**src/rtl/mem_ctrl_pkg.sv**
```systemverilog
// Shared widths, state encoding and byte helper for the memory controller.
package mem_ctrl_pkg;

   localparam int unsigned ADDR_WID        = 32;
   localparam int unsigned DATA_WID        = 32;
   localparam int unsigned BYTE_WID        = 8;
   localparam int unsigned ICACHE_LINE_WID = 512;
   localparam int unsigned LINE_BYTES      = ICACHE_LINE_WID / BYTE_WID;
   localparam int unsigned CNT_WID         = 7;
   localparam int unsigned IDX_WID         = 6;

   typedef enum logic [1:0] {
      StIdle   = 2'd0,
      StIfetch = 2'd1,
      StLoad   = 2'd2,
      StStore  = 2'd3
   } state_e;

   function automatic logic [BYTE_WID-1:0] get_byte(input logic [DATA_WID-1:0] w,
                                                    input logic [1:0]          idx);
      return w[{idx, 3'b000} +: BYTE_WID];
   endfunction

endpackage

```
**src/rtl/mem_ctrl.sv**
```systemverilog
// Byte-serial RAM controller arbitrating line fetches and LSB loads/stores.
// Optional MEM_CTRL_IO_STALL_EN holds store bytes to the IO window while the UART is full.
module mem_ctrl
   import mem_ctrl_pkg::*;
(
   input  logic                       clk,
   input  logic                       rst,
   input  logic                       rdy,
   input  logic                       rollback,
   input  logic [BYTE_WID-1:0]        mem_din,
   output logic [BYTE_WID-1:0]        mem_dout,
   output logic [ADDR_WID-1:0]        mem_a,
   output logic                       mem_wr,
   input  logic                       io_buffer_full,
   input  logic                       if_en,
   input  logic [ADDR_WID-1:0]        if_pc,
   output logic                       if_done,
   output logic [ICACHE_LINE_WID-1:0] if_data,
   input  logic                       lsb_en,
   input  logic                       lsb_wr,
   input  logic [ADDR_WID-1:0]        lsb_addr,
   input  logic [2:0]                 lsb_len,
   input  logic [DATA_WID-1:0]        lsb_w_data,
   output logic                       lsb_done,
   output logic [DATA_WID-1:0]        lsb_r_data
);

   state_e                     state_q, state_d;
   logic [CNT_WID-1:0]         cnt_q, cnt_d;
   logic [CNT_WID-1:0]         n_q, n_d;
   logic [ADDR_WID-1:0]        base_q, base_d;
   logic [DATA_WID-1:0]        wdata_q, wdata_d;
   logic [ADDR_WID-1:0]        mem_a_q, mem_a_d;
   logic [BYTE_WID-1:0]        mem_dout_q, mem_dout_d;
   logic                       wr_q, wr_d;
   logic                       if_done_q, if_done_d;
   logic                       lsb_done_q, lsb_done_d;
   logic [ICACHE_LINE_WID-1:0] if_data_q, if_data_d;
   logic [DATA_WID-1:0]        lsb_r_data_q, lsb_r_data_d;
   logic [ICACHE_LINE_WID-1:0] buf_q, buf_d, buf_cap;
   logic                       rd_vld_q, rd_vld_d;
   logic [IDX_WID-1:0]         rd_idx_q, rd_idx_d;
   logic                       stall;

`ifdef MEM_CTRL_IO_STALL_EN
   assign stall = (state_q == StStore) && (mem_a_q[17:16] == 2'b11) && io_buffer_full;
`else
   logic unused_io;
   assign unused_io = io_buffer_full;
   assign stall     = 1'b0;
`endif

   // RAM data lags its address by a cycle, so a byte addressed in an active cycle is
   // captured in the following cycle even if rdy has dropped meanwhile.
   always_comb begin
      buf_cap = buf_q;
      if (rd_vld_q) begin
         buf_cap[{rd_idx_q, 3'b000} +: BYTE_WID] = mem_din;
      end
   end

   always_comb begin
      state_d      = state_q;
      cnt_d        = cnt_q;
      n_d          = n_q;
      base_d       = base_q;
      wdata_d      = wdata_q;
      mem_a_d      = mem_a_q;
      mem_dout_d   = mem_dout_q;
      wr_d         = wr_q;
      if_done_d    = if_done_q;
      lsb_done_d   = lsb_done_q;
      if_data_d    = if_data_q;
      lsb_r_data_d = lsb_r_data_q;
      buf_d        = buf_cap;
      rd_vld_d     = 1'b0;
      rd_idx_d     = rd_idx_q;

      if (rdy) begin
         if_done_d  = 1'b0;
         lsb_done_d = 1'b0;
         unique case (state_q)
            StIdle: begin
               // A done pulse marks a cycle that must stay idle.
               if (!if_done_q && !lsb_done_q) begin
                  if (lsb_en) begin
                     base_d  = lsb_addr;
                     n_d     = {4'b0000, lsb_len};
                     wdata_d = lsb_w_data;
                     cnt_d   = '0;
                     mem_a_d = lsb_addr;
                     buf_d   = '0;
                     if (lsb_wr) begin
                        state_d    = StStore;
                        mem_dout_d = lsb_w_data[BYTE_WID-1:0];
                        wr_d       = 1'b1;
                     end else begin
                        state_d = StLoad;
                     end
                  end else if (if_en) begin
                     base_d  = if_pc;
                     n_d     = CNT_WID'(LINE_BYTES);
                     cnt_d   = '0;
                     mem_a_d = if_pc;
                     buf_d   = '0;
                     state_d = StIfetch;
                  end
               end
            end
            StIfetch, StLoad: begin
               if (rollback) begin
                  state_d = StIdle;
               end else if (cnt_q == n_q) begin
                  state_d = StIdle;
                  if (state_q == StIfetch) begin
                     if_done_d = 1'b1;
                     if_data_d = buf_cap;
                  end else begin
                     lsb_done_d   = 1'b1;
                     lsb_r_data_d = buf_cap[DATA_WID-1:0];
                  end
               end else begin
                  rd_vld_d = 1'b1;
                  rd_idx_d = cnt_q[IDX_WID-1:0];
                  cnt_d    = cnt_q + 7'd1;
                  if ((cnt_q + 7'd1) < n_q) begin
                     mem_a_d = base_q + {25'b0, cnt_q} + 32'd1;
                  end
               end
            end
            StStore: begin
               if (!stall) begin
                  if ((cnt_q + 7'd1) < n_q) begin
                     cnt_d      = cnt_q + 7'd1;
                     mem_a_d    = base_q + {25'b0, cnt_q} + 32'd1;
                     mem_dout_d = get_byte(wdata_q, cnt_q[1:0] + 2'd1);
                  end else begin
                     wr_d       = 1'b0;
                     lsb_done_d = 1'b1;
                     state_d    = StIdle;
                  end
               end
            end
            default: state_d = StIdle;
         endcase
      end
   end

   always_ff @(posedge clk) begin
      if (rst) begin
         state_q      <= StIdle;
         cnt_q        <= '0;
         n_q          <= '0;
         base_q       <= '0;
         wdata_q      <= '0;
         mem_a_q      <= '0;
         mem_dout_q   <= '0;
         wr_q         <= 1'b0;
         if_done_q    <= 1'b0;
         lsb_done_q   <= 1'b0;
         if_data_q    <= '0;
         lsb_r_data_q <= '0;
         buf_q        <= '0;
         rd_vld_q     <= 1'b0;
         rd_idx_q     <= '0;
      end else begin
         state_q      <= state_d;
         cnt_q        <= cnt_d;
         n_q          <= n_d;
         base_q       <= base_d;
         wdata_q      <= wdata_d;
         mem_a_q      <= mem_a_d;
         mem_dout_q   <= mem_dout_d;
         wr_q         <= wr_d;
         if_done_q    <= if_done_d;
         lsb_done_q   <= lsb_done_d;
         if_data_q    <= if_data_d;
         lsb_r_data_q <= lsb_r_data_d;
         buf_q        <= buf_d;
         rd_vld_q     <= rd_vld_d;
         rd_idx_q     <= rd_idx_d;
      end
   end

   assign mem_a      = mem_a_q;
   assign mem_dout   = mem_dout_q;
   assign mem_wr     = wr_q & rdy & ~stall;
   assign if_done    = if_done_q;
   assign if_data    = if_data_q;
   assign lsb_done   = lsb_done_q;
   assign lsb_r_data = lsb_r_data_q;

endmodule

```
**config.mk**
```make
export PLATFORM = sky130hd
export DESIGN_NAME = mem_ctrl
export DESIGN_NICKNAME = d
export VERILOG_FILES = /design/src/rtl/mem_ctrl_pkg.sv /design/src/rtl/mem_ctrl.sv
export SDC_FILE = /design/constraint.sdc
export NUM_CORES = 2
export LEC_CHECK = 0
export ABC_AREA = 1
export BUFFER_PORTS_ARGS = -buffer_cell sky130_fd_sc_hd__buf_2
export CAP_MARGIN = 20
export CORE_AREA = 2 2 226 395
export DETAILED_ROUTE_END_ITERATION = 10
export DIE_AREA = 0 0 228 397
export PLACE_DENSITY = 0.74
export REMOVE_ABC_BUFFERS = 1
export SLEW_MARGIN = 30
export SYNTH_ARGS = -nofsm -noshare
export SYNTH_HDL_FRONTEND = slang
export SYNTH_SLANG_ARGS = --single-unit
```
**constraint.sdc**
```tcl
create_clock -name clk -period 3.08 [get_ports clk]
set_input_delay 0.616 -clock clk [delete_from_list [all_inputs] [get_ports clk]]
set_output_delay 0.616 -clock clk [all_outputs]
set_load 0.005 [all_outputs]
```
==> summary.txt <==
Die
  • Die boundary width: 228 um
  • Full die area: 0.09052 mm2
  • Initial core utilization: 54.39%
  • Placeable core area: 0.08756 mm2
  • Die height: 397 um
  • IO Pins: 702
  • Num rows: 144

Critical path
  • Setup CP Type: flip-flop to flip-flop
  • Required @ worst endpoint: 3.73 ns
  • Count of buffer and inverter cells on the critical path: 3
  • Critical Path Start: rd_idx_q[1]
  • Startpoint class of the critical path: flip-flop
  • Max stage delay cell, worst path: sky130_fd_sc_hd__o21ai_1
  • Worst Path Max Fanout: 15
  • Arrival time of the worst setup path: 3.55 ns
  • Crit-path cells: inv_1, ha_1, nand2_1, o21ai_2, nand2_4, nand2_2, inv_2, nand2_1, nor2_1, nand2_1, o21ai_1, o21ai_0, inv_1
  • Kind of cell adding the most delay to the critical path: simple AND/OR/NAND/NOR gates
  • Launching point of the worst reg2reg path: rd_idx_q[1]
  • Most used cell, CP: sky130_fd_sc_hd__nand2_1
  • Critical Path Sink Type: flip-flop
  • Crit path largest cell delay: 0.40 ns

Power
  • Power consumption: 0.03409 W
  • IR Drop Worst-Case VDD: 0.5729 mV
  • Leakage dissipation: 26.22 nW
  • Total power per unit cell area: 607.5 mW/mm2

CTS
  • Clock-pin slew reported for the worst setup and hold paths after clock tree synthesis: 0.07 ns
  • Number of clock buffers inserted by TritonCTS: 103
  • Cell at the root of the clock tree: sky130_fd_sc_hd__clkbuf_16
  • Number of hold-repair buffers added at the cts stage: 0
  • Number of clock sinks seen by CTS: 1183
  • CTS H-tree lvls: 3
  • Bufs on Longest Clock Path: 3
  • Clock latency of the later-clocked register in the worst-skew pair: 0.71 ns
  • CTS tree: done

Layout
  • Share of layout cells above drive strength 1: 15.03%
  • Final Instance Count excl. Fillers: 8538
  • Filler Cell Count: 7981
  • Final #Nets: 7416
  • Area grow syn2layout: 17.82%

Synth
  • Top cells by area in the synthesized netlist: sky130_fd_sc_hd__dfxtp_1, sky130_fd_sc_hd__nand2_1, sky130_fd_sc_hd__nor2_1
  • Cell variety after synth: 47
  • Avg Inst Size Synth: 7.088 um2
  • Share of flip-flops with an asynchronous set or reset after synthesis: 0%
  • Syn. warnings: 0
  • Mapped Cells: 6719
  • XOR/XNOR Fraction of Synth Area: 0.2759%
  • Cell with the most instances after synthesis: sky130_fd_sc_hd__nand2_1
  • Share of synthesized cell area in and, or, nand and nor gates: 28.12%
  • EDFF count, synth: 0
  • Netlist area before placement: 0.04762 mm2
  • Multiplexer share of the synthesized area: 0.3783%
  • Synth Flop Type: sky130_fd_sc_hd__dfxtp_1
  • Adder and majority gate portion of the synthesized area: 0.5412%
  • Total of flip-flops plus latches after synthesis: 1183
  • Portion of synthesized cell area occupied by the leading cell type: 49.73%
  • Share of the yosys chip area belonging to registers: 49.73%
  • Complex-gate fraction of the synthesized area: 12.23%
  • Most area-hungry cell type in the Yosys netlist: sky130_fd_sc_hd__dfxtp_1
  • Most frequent cells after synthesis: sky130_fd_sc_hd__nand2_1, sky130_fd_sc_hd__nor2_1, sky130_fd_sc_hd__dfxtp_1
  • Dominant combinational cell family by area after synthesis: simple AND/OR/NAND/NOR gates

Place
  • Number of placed cells counting well taps: 8342
  • Final Wtd Congestion: 0.9127
  • Count of port buffers added during placement: 700
  • Detailed placer's ending HPWL: 112400 um

GRT
  • Global-route wire length before repair: 237200 um
  • Initial antenna violation count: 3
  • Maximum number of pins on one net before global-route repair: 144
  • Gr usage total: 33.49%
  • Total grt overflow: 0
  • Via count of the first global-routing pass: 41950

Hold path
  • Worst hold path startpoint: lsb_len[2]
  • Worst hold-check path type: input port to flip-flop

Timing
  • RSZ-0062 raised after global routing: false
  • Share of the clock period used by the worst path after layout: 94.26%
  • Final hold violations: 0
  • Final setup TNS: 0 ns
  • Crit path time final: 2.903 ns
  • Tightest Pin Transition: 1.029 ns
  • Number of setup violations in the final report: 0
  • Pins over their slew limit: 0
  • Achievable clock frequency: 344.5 MHz
  • Layout Skew: 0.02398 ns
  • Worst slew slack as a fraction of its limit: 31.42%
  • Worst hold-check slack: 0.1601 ns

Route
  • Detailed Route WL: 157200 um
  • Pre-Repair DR Iteration Count: 6
  • Antenna Violating Nets Remaining: 0
  • Wire length per cell after detailed routing: 18.41 um
  • Vias per cell: 5.266
  • Iter 0 DRT Violations: 3307
  • Via Count: 44960
  • DRC violation count after routing: 0

Outcome
  • Status: complete, no violations

Flow run
  • Count of maximum capacitance violations: 0
## where the power goes
part	total (W)	leakage [nW]	internal, W	switching [W]
registers	0.0159	9.55	0.0156	0.000271
clock network	0.0138	1.76	0.00785	0.00599
logic	0.00433	14.9	0.00116	0.00317
## timing repair
item | in CTS | in global routing
setup endpoints to repair | 0 | 43
resized for setup | 0 | 9
buffers inserted | 0 | 2
## layout by cell type (no fill, tap or decap), types with 32 or more instances in the layout
cell / synthesis / routed
sky130_fd_sc_hd__nand4_1: 38 / 38
sky130_fd_sc_hd__and2_1: 54 / 54
sky130_fd_sc_hd__buf_12: 0 / 33
sky130_fd_sc_hd__clkbuf_16: 0 / 104
sky130_fd_sc_hd__nor3_1: 33 / 32
sky130_fd_sc_hd__nor2_1: 1296 / 1293
sky130_fd_sc_hd__buf_4: 12 / 120
sky130_fd_sc_hd__nand2_1: 1481 / 1477
sky130_fd_sc_hd__dfxtp_1: 1183 / 1182
sky130_fd_sc_hd__inv_1: 618 / 614
sky130_fd_sc_hd__o21ai_1: 78 / 79
sky130_fd_sc_hd__nand3_1: 361 / 360
sky130_fd_sc_hd__buf_2: 156 / 699
sky130_fd_sc_hd__o21ai_0: 560 / 559
sky130_fd_sc_hd__a21oi_1: 437 / 437
## metal layers
layer	routed length, um	global-route usage [%]	share of wire [%]
met4	9268	18.87	5.9
met1	60550	38.35	39
met5	0	0	0
met3	12310	7.877	7.8
met2	75030	57.44	48
## final cells by class
class	count	area, um2	area share [%]
Sequential cell	1183	23690	42.22
Antenna cell	3	7.507	0.01338
Tap cell	1168	1461	2.605
Multi-Input combinational cell	4500	19850	35.38
Clock inverter	47	675.6	1.204
Inverter	640	2430	4.331
Clock buffer	144	2923	5.209
Timing Repair Buffer	853	5075	9.045
## sequential cells by signal (all words and copies together) (netlist names), 2 cells and up
signal	cells
mem_a	32
lsb_r_data	32
if_data	512
base_q	32
buf_q	512
wdata_q	32
mem_dout	8
rd_idx_q	6
cnt_q	7
n_q	4
state_q	2
## worst reg2reg max path: stages (launching register included)
cell                      delay [ns]
sky130_fd_sc_hd__dfxtp_1        0.39
sky130_fd_sc_hd__inv_1          0.11
sky130_fd_sc_hd__ha_1           0.23
sky130_fd_sc_hd__nand2_1        0.15
sky130_fd_sc_hd__o21ai_2        0.09
sky130_fd_sc_hd__nand2_4        0.26
sky130_fd_sc_hd__nand2_2        0.20
sky130_fd_sc_hd__inv_2          0.23
sky130_fd_sc_hd__nand2_1        0.15
sky130_fd_sc_hd__nor2_1         0.12
sky130_fd_sc_hd__nand2_1        0.32
sky130_fd_sc_hd__o21ai_1        0.40
sky130_fd_sc_hd__o21ai_0        0.12
sky130_fd_sc_hd__inv_1          0.09
## final timing paths
kind                   to  slack, ns  cells after the start
max          if_data[243]       0.18                     13
min                n_q[2]       0.16                      3
max reg2reg  if_data[243]       0.18                     13
min reg2reg     base_q[0]       0.46                      2
## logic make-up after synthesis
kind of cell,after synthesis
buffers and inverters,1036
XOR/XNOR,15
flip-flops,1183
adder cells (fa/ha/maj),20
AO/OA/AOI/OAI,1132
multiplexers,18
AND/OR/NAND/NOR,3315
## through the flow
step / area [um2] / worst slack (ns) / utilization [%]
after floorplan: 45870 / -13.12 / -
after global placement: 52460 / 0.1642 / 59.91
after detailed placement: 52460 / 0.1496 / 59.91
after CTS: 56060 / 0.1424 / 64.02
after global routing: 56110 / 0.01856 / 64.08
final: 56110 / 0.1769 / 64.08
(Power assumes the default switching activity.)
